$ cat src/rtl/rr_arb_16_pkg.sv
// Shared constants for the 16-way round-robin arbiter and its bench.
package rr_arb_16_pkg;

  localparam int NUM_REQ = 16;
  localparam int IDX_W   = 4;
  localparam int HOLD_W  = 8;

  typedef enum logic [1:0] {
    ST_IDLE    = 2'd0,
    ST_GRANT   = 2'd1,
    ST_RELEASE = 2'd2
  } arb_state_e;

  // First set bit of req, searching circularly upward from ptr.
  // Returns ptr when req is empty (caller only uses it when |req).
  function automatic logic [IDX_W-1:0] rr_pick(input logic [NUM_REQ-1:0] req,
                                              input logic [IDX_W-1:0]   ptr);
    logic [IDX_W-1:0] idx;
    logic [IDX_W-1:0] cand;
    logic             found;
    idx   = ptr;
    found = 1'b0;
    for (int i = 0; i < NUM_REQ; i++) begin
      cand = ptr + IDX_W'(i);
      if (!found && req[cand]) begin
        idx   = cand;
        found = 1'b1;
      end
    end
    return idx;
  endfunction

endpackage

$ cat src/rtl/decoder_4_16.sv
// 4-to-16 one-hot decoder with enable; output all-zero when disabled.
module decoder_4_16 (
  input  logic        en_i,
  input  logic [3:0]  sel_i,
  output logic [15:0] onehot_o
);

  for (genvar i = 0; i < 16; i++) begin : g_dec
    assign onehot_o[i] = en_i && (sel_i == 4'(i));
  end

endmodule

$ cat src/rtl/rr_arb_16.sv
// 16-requester round-robin arbiter with a per-grant hold limit and a
// one-cycle turnaround between grants.
module rr_arb_16
  import rr_arb_16_pkg::*;
#(
  parameter int MAX_HOLD = 64
) (
  input  logic               clk,
  input  logic               rst_n,
  input  logic [NUM_REQ-1:0] req,
  output logic [NUM_REQ-1:0] gnt,
  output logic [IDX_W-1:0]   gnt_idx,
  output logic               gnt_valid,
  output logic               expired
);

  localparam logic [HOLD_W-1:0] HOLD_LAST = HOLD_W'(MAX_HOLD - 1);

  arb_state_e        state_q;
  logic [IDX_W-1:0]  ptr_q;
  logic [IDX_W-1:0]  idx_q;
  logic [IDX_W-1:0]  idx_d;
  logic [HOLD_W-1:0] hold_q;
  logic              vld_q;
  logic              exp_q;

  // Candidate winner for the next IDLE arbitration.
  always_comb begin
    idx_d = rr_pick(req, ptr_q);
  end

  // Arbitration FSM; all outputs come straight from registers. The hold
  // counter saturates at MAX_HOLD-1 because reaching it forces release.
  always_ff @(posedge clk or negedge rst_n) begin
    if (!rst_n) begin
      state_q <= ST_IDLE;
      ptr_q   <= '0;
      idx_q   <= '0;
      hold_q  <= '0;
      vld_q   <= 1'b0;
      exp_q   <= 1'b0;
    end else begin
      exp_q <= 1'b0;
      case (state_q)
        ST_IDLE: begin
          if (|req) begin
            idx_q   <= idx_d;
            vld_q   <= 1'b1;
            hold_q  <= '0;
            state_q <= ST_GRANT;
          end
        end
        ST_GRANT: begin
          if (!req[idx_q] || (hold_q == HOLD_LAST)) begin
            // A simultaneous drop and limit hit counts as a normal release.
            exp_q   <= req[idx_q];
            vld_q   <= 1'b0;
            ptr_q   <= idx_q + IDX_W'(1);
            state_q <= ST_RELEASE;
          end else begin
            hold_q <= hold_q + HOLD_W'(1);
          end
        end
        ST_RELEASE: state_q <= ST_IDLE;
        default:    state_q <= ST_IDLE;
      endcase
    end
  end

  assign gnt_idx   = idx_q;
  assign gnt_valid = vld_q;
  assign expired   = exp_q;

  decoder_4_16 u_dec (
    .en_i     (vld_q),
    .sel_i    (idx_q),
    .onehot_o (gnt)
  );

endmodule

$ cat config.mk
export PLATFORM = sky130hd
export DESIGN_NAME = rr_arb_16
export DESIGN_NICKNAME = d
export VERILOG_FILES = /design/src/rtl/rr_arb_16_pkg.sv /design/src/rtl/decoder_4_16.sv /design/src/rtl/rr_arb_16.sv
export SDC_FILE = /design/constraint.sdc
export NUM_CORES = 1
export LEC_CHECK = 0
export CORE_MARGIN = 2
export CORE_UTILIZATION = 45
export CTS_CLUSTER_SIZE = 40
export DETAILED_ROUTE_END_ITERATION = 12
export PLACE_DENSITY = 0.77
export REMOVE_ABC_BUFFERS = 1
export SYNTH_ARGS = -nofsm -noshare
export SYNTH_HDL_FRONTEND = slang
export SYNTH_SLANG_ARGS = --single-unit
$ cat constraint.sdc
create_clock -name clk -period 11.65 [get_ports clk]
set_input_delay 2.33 -clock clk [delete_from_list [all_inputs] [get_ports clk]]
set_output_delay 2.33 -clock clk [all_outputs]
set_load 0.005 [all_outputs]
### After elaboration in Yosys (flattened, before gate mapping)

Index checks and enable logic that the tools add are counted.

| cells by class | value |
|---|---|
| magnitude comparators | 17 |
| reduce and logical (&&, ||, !) cells | 57 |
| mux-type cells | 75 |
| eq/ne operators | 20 |
| $add $sub $neg | 17 |

Operator list:

| kind | number |
|---|---|
| 4-bit by 5-bit < comparator with 1-bit output, second input constant | 17 |
| 1-bit binary-select mux with 4-bit select | 17 |
| 4-bit two-way mux | 15 |
| 1-bit two-way mux | 36 |
| 4-bit adder, second input constant | 8 |
| 4-bit == test, second input constant | 8 |
| 1-bit logical AND | 31 |
| 4-bit by 3-bit adder with 4-bit output, second input constant | 4 |
| 4-bit by 3-bit == test with 1-bit output, second input constant | 4 |
| 1-bit logical NOT | 16 |
| 8-bit two-way mux | 2 |
| 8-bit one-hot mux with 2 select lines | 1 |
| 16-bit OR reduction | 1 |
| 4-bit by 1-bit adder with 4-bit output, second input constant | 2 |
| 4-bit by 2-bit adder with 4-bit output, second input constant | 2 |
| 8-bit by 1-bit adder with 8-bit output, second input constant | 1 |
| 4-bit by 2-bit == test with 1-bit output, second input constant | 2 |
| 8-bit by 6-bit == test with 1-bit output, second input constant | 1 |
| 2-bit inequality test, second input constant | 3 |
| 2-bit AND reduction | 3 |
| 3-bit AND reduction | 2 |
| 4-bit by 1-bit == test with 1-bit output, second input constant | 1 |
| 4-bit logical NOT | 1 |
| 2-bit two-way mux | 2 |
| 6 further kinds | 6 |

| storage, ports and cells | value |
|---|---|
| register bits | 20 |
| input port bits | 18 |

### Logic depth before layout (Yosys ltp)

Gate-level depths: netlist of the first run.

| logic depth | value |
|---|---|
| depth in word-level cells | 48 |
| mapped depth | 15 |

### By module

A second synthesis of the first run with hierarchy kept.

| second synthesis, totals | value |
|---|---|
| cells, all modules | 402 |
| area total of the unflattened synthesis | 3439.5 µm² |

Modules (own cells, without submodules):

| module | instances | cells an instance | area an instance (µm²) | sequential area each (µm²) |
|---|---|---|---|---|
| rr_arb_16 | 1 | 379 | 3321.9 | 500.5 |
| decoder_4_16 | 1 | 23 | 117.6 | 0.0 |

### Least setup slack after synthesis of the first run

No wires, ideal clock.

| timing path | value |
|---|---|
| path kind | input-to-reg |
| from | input port req[15] |
| to | register idx_q[2], in the netlist gnt_idx[2] |
| data required time | 11.531 ns |
| arrival time | 4.826 ns |
| setup slack | 6.705 ns |
| cell stages on the path | 8 |
| setup time | 0.119 ns |
| cells stage by stage | mux4_2 mux4_2 a2111oi_4 nand4_4 nor4b_4 a21boi_1 a2111oi_0 o21a_1 |

| on the way | value |
|---|---|
| cells in the longest elaborated chain, start to end | 48 |
| elaborated cells between the ends (all ways) | 94 |
| classes of those cells | mux: 62; reduce/logical: 32 |

Ends and longest elaborated chain:

| what | line | source |
|---|---|---|
| start, declared | rr_arb_16.sv:10 | `input logic [NUM_REQ-1:0] req,` |
| 1-bit binary-select mux with 4-bit select | rr_arb_16_pkg.sv:25 | `if (!found && req[cand]) begin` |
| 1-bit two-way mux (not written as such) | rr_arb_16_pkg.sv:25 |  |
| 1-bit two-way mux | rr_arb_16_pkg.sv:25 |  |
| 1-bit logical NOT | rr_arb_16_pkg.sv:25 |  |
| 1-bit logical AND | rr_arb_16_pkg.sv:25 |  |
| 1-bit two-way mux | rr_arb_16_pkg.sv:25 |  |
| 1-bit logical NOT | rr_arb_16_pkg.sv:25 |  |
| 1-bit logical AND | rr_arb_16_pkg.sv:25 |  |
| (+32 left out) | n/a |  |
| 1-bit logical AND | rr_arb_16_pkg.sv:25 |  |
| 1-bit two-way mux | rr_arb_16_pkg.sv:25 |  |
| 1-bit logical NOT | rr_arb_16_pkg.sv:25 |  |
| 1-bit logical AND | rr_arb_16_pkg.sv:25 |  |
| 1-bit two-way mux | rr_arb_16_pkg.sv:25 |  |
| 1-bit logical NOT | rr_arb_16_pkg.sv:25 |  |
| 1-bit logical AND | rr_arb_16_pkg.sv:25 |  |
| 4-bit two-way mux | rr_arb_16_pkg.sv:25 |  |
| end signal, assigned | rr_arb_16.sv:47 | `idx_q <= idx_d;` |
| end, declared | rr_arb_16.sv:21 | `logic [IDX_W-1:0] idx_q;` |

Parallel ways exist; a longest one is shown, timed or not. The select of a mux whose other input is x is not followed.
A chain may end at the register's enable or synchronous reset.

### Worst setup path in the final report of the first run

| timing path | value |
|---|---|
| from | input port req[0] |
| to | register idx_q[0], in the netlist gnt_idx[0] |

The elaborated chain is that of the path after synthesis.

==> flow_summary.yaml, run 1 <==
outcome:
  status: "finished clean"
job:
  cap_violations: 0
synthesis:
  yosysTopAreaCell: "mux4_2"
  synthArstFlopShare_pct: 100.0
  yosysWarnings: 0
  synth_edf_count: 0
  synth_ff_type: "dfrtp_1"
  synthTopCellsByArea: "mux4_2 17%, dfrtp_1 14%, mux2i_1 5.2%"
  ys_top_cells_by_count: "40 x nor2_1, 35 x nand2_1, 26 x mux4_2, 21 x nand3_1, 20 x dfrtp_1"
  ys_ff_latch: 20
  syn_inst: 381
  syn_area_per_cell_um2: 9.061
  synth_area_mm2: 0.003452
  synth.distinct_cells: 69
  synth_top_area_share_pct: 16.96
  yosysSeqAreaShare_pct: 14.50
  synth.most_common_cell: "nor2_1"
critical_path:
  worst-setup-path-type: "in -> reg"
  worstSetupStartpointType: "input port"
  end_kind: "register"
  critPathMaxFanout: 7
  worstPathRequired_ns: 11.78
  cp.arrival_ns: 5.80
clock_network:
  cts_buffers: 3
  clockBufferDepth: 2
  cts_root_buf: "clkbuf_8"
  cts_tree: "built"
  clk_pin_slew_worst_paths_ns: 0.09
  cts_resized: 0
  htree_levels: 1
  numClockSinks: 20
  clk_latency_ns: 0.27
  cts_setup_buffers: 0
  holdBufCountCts: 0
cells_and_area:
  fillers: 647
  syn_to_final_growth_pct: 15.01
  seqCellArea_um2: 500.5
  multiInputGateArea_mm2: 0.002813
  drive_gt1_share_pct: 16.38
  n_antenna_cell: 0
  fin_nets: 440
route:
  avgRoutedWirePerCell_um: 20.23
  drtPass1Iterations: 5
  ant_nets: 0
  post_drt_via_cell_ratio: 6.746
  num_vias: 3427
  drc: 0
  first_iter_violations: 331
  wirelength_um: 10280
sta:
  timing.final.crit_share_pct: 48.63
  worst_pin_slew_ns: 0.9461
  slew_headroom_pct: 36.73
  fin_setup_tns_ns: 0
  slew_viol_final: 0
  rsz0062_at_grt: "false"
  fin_crit_ns: 5.666
  fin_skew_ns: 0.01307
  hold_viol_final: 0
  fmax_ghz: 0.1765
  setup_viol: 0
min_path:
  min_path_type: "reg -> reg"
floorplanning:
  die_h_um: 91.59
  dieWidth_um: 91.59
  core_mm2: 0.007331
  die-area_mm2: 0.008388
  ios: 40
  initial_utilization_pct: 47.09
  num_rows: 31
placement:
  port_buffers: 39
  dp_hpwl_um: 7838
  place.gp.congestion: 1.031
global_route:
  grt_pass1_vias: 3228
  grt-ovfl-total: 0
  antenna_found_initial: 0
  grtUsageTotal_pct: 24.11
  grt_max_degree: 27
  grt_first_pass_wirelength_um: 16350
state kept, by name (all words and copies together) (netlist names):
signal / count
hold_q: 8
gnt_idx: 4
ptr_q: 4
state_q: 2
expired: 1
gnt_valid: 1
cell type report:
type | instances | area share [%]
Multi-Input combinational cell | 330 | 70.85
Clock buffer | 3 | 1.040
Tap cell | 99 | 3.120
Sequential cell | 20 | 12.61
Inverter | 13 | 1.229
Clock inverter | 1 | 0.7564
Timing Repair Buffer | 42 | 10.40
kinds of logic (layout without fill, tap and decap cells):
family,after synthesis,count (layout),synth area share [%]
multiplexers,68,68,32.48
flip-flops,20,20,14.50
AO/OA/AOI/OAI,84,84,17.47
AND/OR/NAND/NOR,146,146,22.11
XOR/XNOR,20,20,5.074
adder cells (fa/ha/maj),12,12,4.349
buffers and inverters,31,59,4.023
metrics by stage:
stage                     setup slack (ns)  utilization, %  cells  area [µm²]  hold slack [ns]
after floorplan                      6.705               -    363        3362           0.4761
after global placement               5.794           53.18    504        3899           0.5050
after detailed placement             5.740           53.18    504        3899           0.5087
after CTS                            6.031           54.16    508        3970           0.5290
after global routing                 5.841           54.16    508        3970           0.5668
final                                5.984           54.16    508        3970           0.5279
worst max-delay path, cell delays in order:
cell and delay (ns):
clkdlybuf4s50_1 0.52, mux4_2 0.59, mux4_2 0.51, a2111oi_0 0.68
nand4_1 0.30, nor3_2 0.29, nand2_1 0.16, o2111ai_1 0.15
xnor2_1 0.16, o21ai_1 0.09
path summary, 6_finish.rpt:
path | startpoint | to | slack, ns | cells past startpoint
min in group asynchronous | rst_n | expired | 2.58 | 1
worst min register to register | hold_q[1] | hold_q[1] | 0.53 | 2
worst min-delay path | hold_q[1] | hold_q[1] | 0.53 | 2
worst max register to register | ptr_q[1] | gnt_idx[0] | 6.89 | 12
worst max-delay path | req[0] | gnt_idx[0] | 5.98 | 10
max in group asynchronous | rst_n | gnt_valid | 8.48 | 1
per-layer routing:
metal,wire (µm),GRT usage [%]
met4,427,11.36
met1,4336,32.23
met5,0,0
met3,788,3.320
met2,4725,38.48
placed cells by master, fill, tap and decap left out, drive strengths merged, types with 4 or more instances in the layout:
master / instances
nor2: 40
and3: 4
a21oi: 16
nand2: 36
a21boi: 4
clkdlybuf4s50: 39
nor3: 11
mux4: 31
xnor2: 12
xor2: 8
a211oi: 8
mux2: 18
nor4: 6
dfrtp: 20
inv: 12
mux2i: 19
a32oi: 4
nand2b: 5
and2: 4
nand4: 5
o21ai: 19
ha: 12
nand3: 21
o31ai: 4
Power of run 1 is left out: the tool's default activity adds up to more than one toggle a clock period on the data nets, which glitch-free logic cannot reach.
==> run 2: changes to the inputs <==
--- a/config.mk
+++ b/config.mk
@@ -9,7 +9,7 @@
 export CORE_UTILIZATION = 45
 export CTS_CLUSTER_SIZE = 40
 export DETAILED_ROUTE_END_ITERATION = 12
-export PLACE_DENSITY = 0.77
+export PLACE_DENSITY = 0.8
 export REMOVE_ABC_BUFFERS = 1
 export SYNTH_ARGS = -nofsm -noshare
 export SYNTH_HDL_FRONTEND = slang
==> constraint.sdc (replaced) <==
create_clock -name clk -period 4.75 [get_ports clk]
set_input_delay 0.95 -clock clk [delete_from_list [all_inputs] [get_ports clk]]
set_output_delay 0.95 -clock clk [all_outputs]
set_load 0.005 [all_outputs]
==> flow_summary.yaml, run 2 (same netlist as run 1, synthesis figures left out) <==
cells_and_area:
  top_register: "hold_q"
  drive_gt1_share_pct: 17.19
  largest_register_ffs: 8
  fillers: 621
  seqCellArea_um2: 500.5
  syn_to_final_growth_pct: 15.88
  multiInputGateArea_mm2: 0.002813
  n_antenna_cell: 0
  layout_commonest_cell: "nor2_1"
  fin_nets: 444
  final_util_pct: 54.57
  final_cell_mix: "40 x nor2_1, 39 x clkdlybuf4s50_1, 35 x nand2_1, 26 x mux4_2, 21 x nand3_1"
critical_path:
  worstSetupStartpointType: "input port"
  worst-path-buf-inv: 1
  crit_top_cell: "mux4_2"
  critPathTopFamily: "multiplexers"
  cp.arrival_ns: 4.41
  crit_path_max_incr_delay_ns: 0.58
  crit_chain: "clkdlybuf4s50_1 > mux4_2 > mux4_2 > a2111oi_4 > nand4_4 > nor3b_4 > and2b_1 > a21oi_1 > o31ai_1 > nand3_1"
  critPathMaxFanout: 8
  worst-setup-path-type: "in -> reg"
  slowest_stage: "mux4_2"
  end_kind: "register"
  worstPathRequired_ns: 4.88
global_route:
  grt_pass1_vias: 3224
  grtUsageTotal_pct: 24.75
  grt-ovfl-total: 0
  antenna_found_initial: 0
  grt_max_degree: 26
  grt_first_pass_wirelength_um: 16640
clock_network:
  htree_levels: 1
  numClockSinks: 20
  cts_resized: 0
  holdBufCountCts: 0
  cts_setup_buffers: 0
  clk_latency_ns: 0.26
  cts_buffers: 3
  clockBufferDepth: 2
  clk_pin_slew_worst_paths_ns: 0.08
  cts_root_buf: "clkbuf_8"
  cts_tree: "built"
sta:
  worst_slack_ns: 0.4681
  setup_viol: 0
  slew_headroom_pct: 41.82
  fmax_ghz: 0.2335
  whs_ns: 0.5271
  fin_skew_ns: 0.004989
  worst_pin_slew_ns: 0.8700
  rsz0062_at_grt: "false"
  slew_viol_final: 0
  hold_viol_final: 0
  fin_setup_tns_ns: 0
  fin_crit_ns: 4.282
  timing.final.crit_share_pct: 90.15
placement:
  dp_hpwl_um: 7975
  port_buffers: 39
  place_ws_ns: 0.2498
  place.gp.congestion: 0.9710
floorplanning:
  initial_utilization_pct: 47.09
  die_h_um: 91.59
  num_rows: 31
  die-area_mm2: 0.008388
  ios: 40
  dieWidth_um: 91.59
  core_mm2: 0.007331
route:
  drtPass1Iterations: 5
  drc: 0
  first_iter_violations: 321
  num_vias: 3416
  wirelength_um: 10370
  post_drt_via_cell_ratio: 6.672
  avgRoutedWirePerCell_um: 20.26
  ant_nets: 0
outcome:
  status: "finished clean"
min_path:
  min_path_type: "reg -> reg"
job:
  cap_violations: 0
[run 2: changes by cell type in the layout (fill, tap and decap cells not counted)]
cell and change:
buf_4 +4
[run 2: final cells by class]
| class | instances | area share [%] |
|---|---|---|
| multi-input combinational | 330 | 70.32 |
| timing repair buffer | 46 | 11.07 |
| clock buffer | 3 | 1.032 |
| tap | 99 | 3.097 |
| sequential | 20 | 12.51 |
| clock inverter | 1 | 0.7507 |
| inverter | 13 | 1.220 |
[run 2: worst paths after layout]
check                           from         end  slack, ns  cells after the start
max                          req[15]  gnt_idx[3]       0.47                     10
max reg2reg                 ptr_q[1]  gnt_idx[3]       0.51                     11
max in group asynchronous      rst_n    ptr_q[2]       3.03                      1
min in group asynchronous      rst_n   hold_q[1]       1.18                      1
min reg2reg                hold_q[1]   hold_q[1]       0.53                      2
min                        hold_q[1]   hold_q[1]       0.53                      2
[run 2: layer usage]
metal	share of wire [%]	global-route usage [%]
met3	7.4	3.154
met4	2.7	7.449
met2	49	42.89
met5	0	0
met1	41	32.07
[run 2: metrics by stage]
step,area (µm²),cells
finish,4000,512
global placement,3929,508
CTS,4000,512
global route,4000,512
detailed placement,3929,508
floorplan,3362,363
[run 2: worst reg2reg max path: stages, from the launching register on]
cell       delay (ns)
dfrtp_1          0.35
inv_1            0.14
ha_1             0.75
mux4_2           0.66
mux2_2           0.40
a2111oi_4        0.46
nand4_4          0.25
nor3b_4          0.39
and2b_1          0.20
a21oi_1          0.05
o31ai_1          0.35
nand3_1          0.13
Power of run 2 is left out for the same reason.
==> run 3: changes to the inputs <==
--- a/config.mk
+++ b/config.mk
@@ -5,6 +5,7 @@
 export SDC_FILE = /design/constraint.sdc
 export NUM_CORES = 1
 export LEC_CHECK = 0
+export ABC_AREA = 0
 export CORE_MARGIN = 2
 export CORE_UTILIZATION = 45
 export CTS_CLUSTER_SIZE = 40
==> results of run 3 <==
Final layout, timing and power as in run 2 (identical DEF).
Power of run 3 is left out for the same reason.
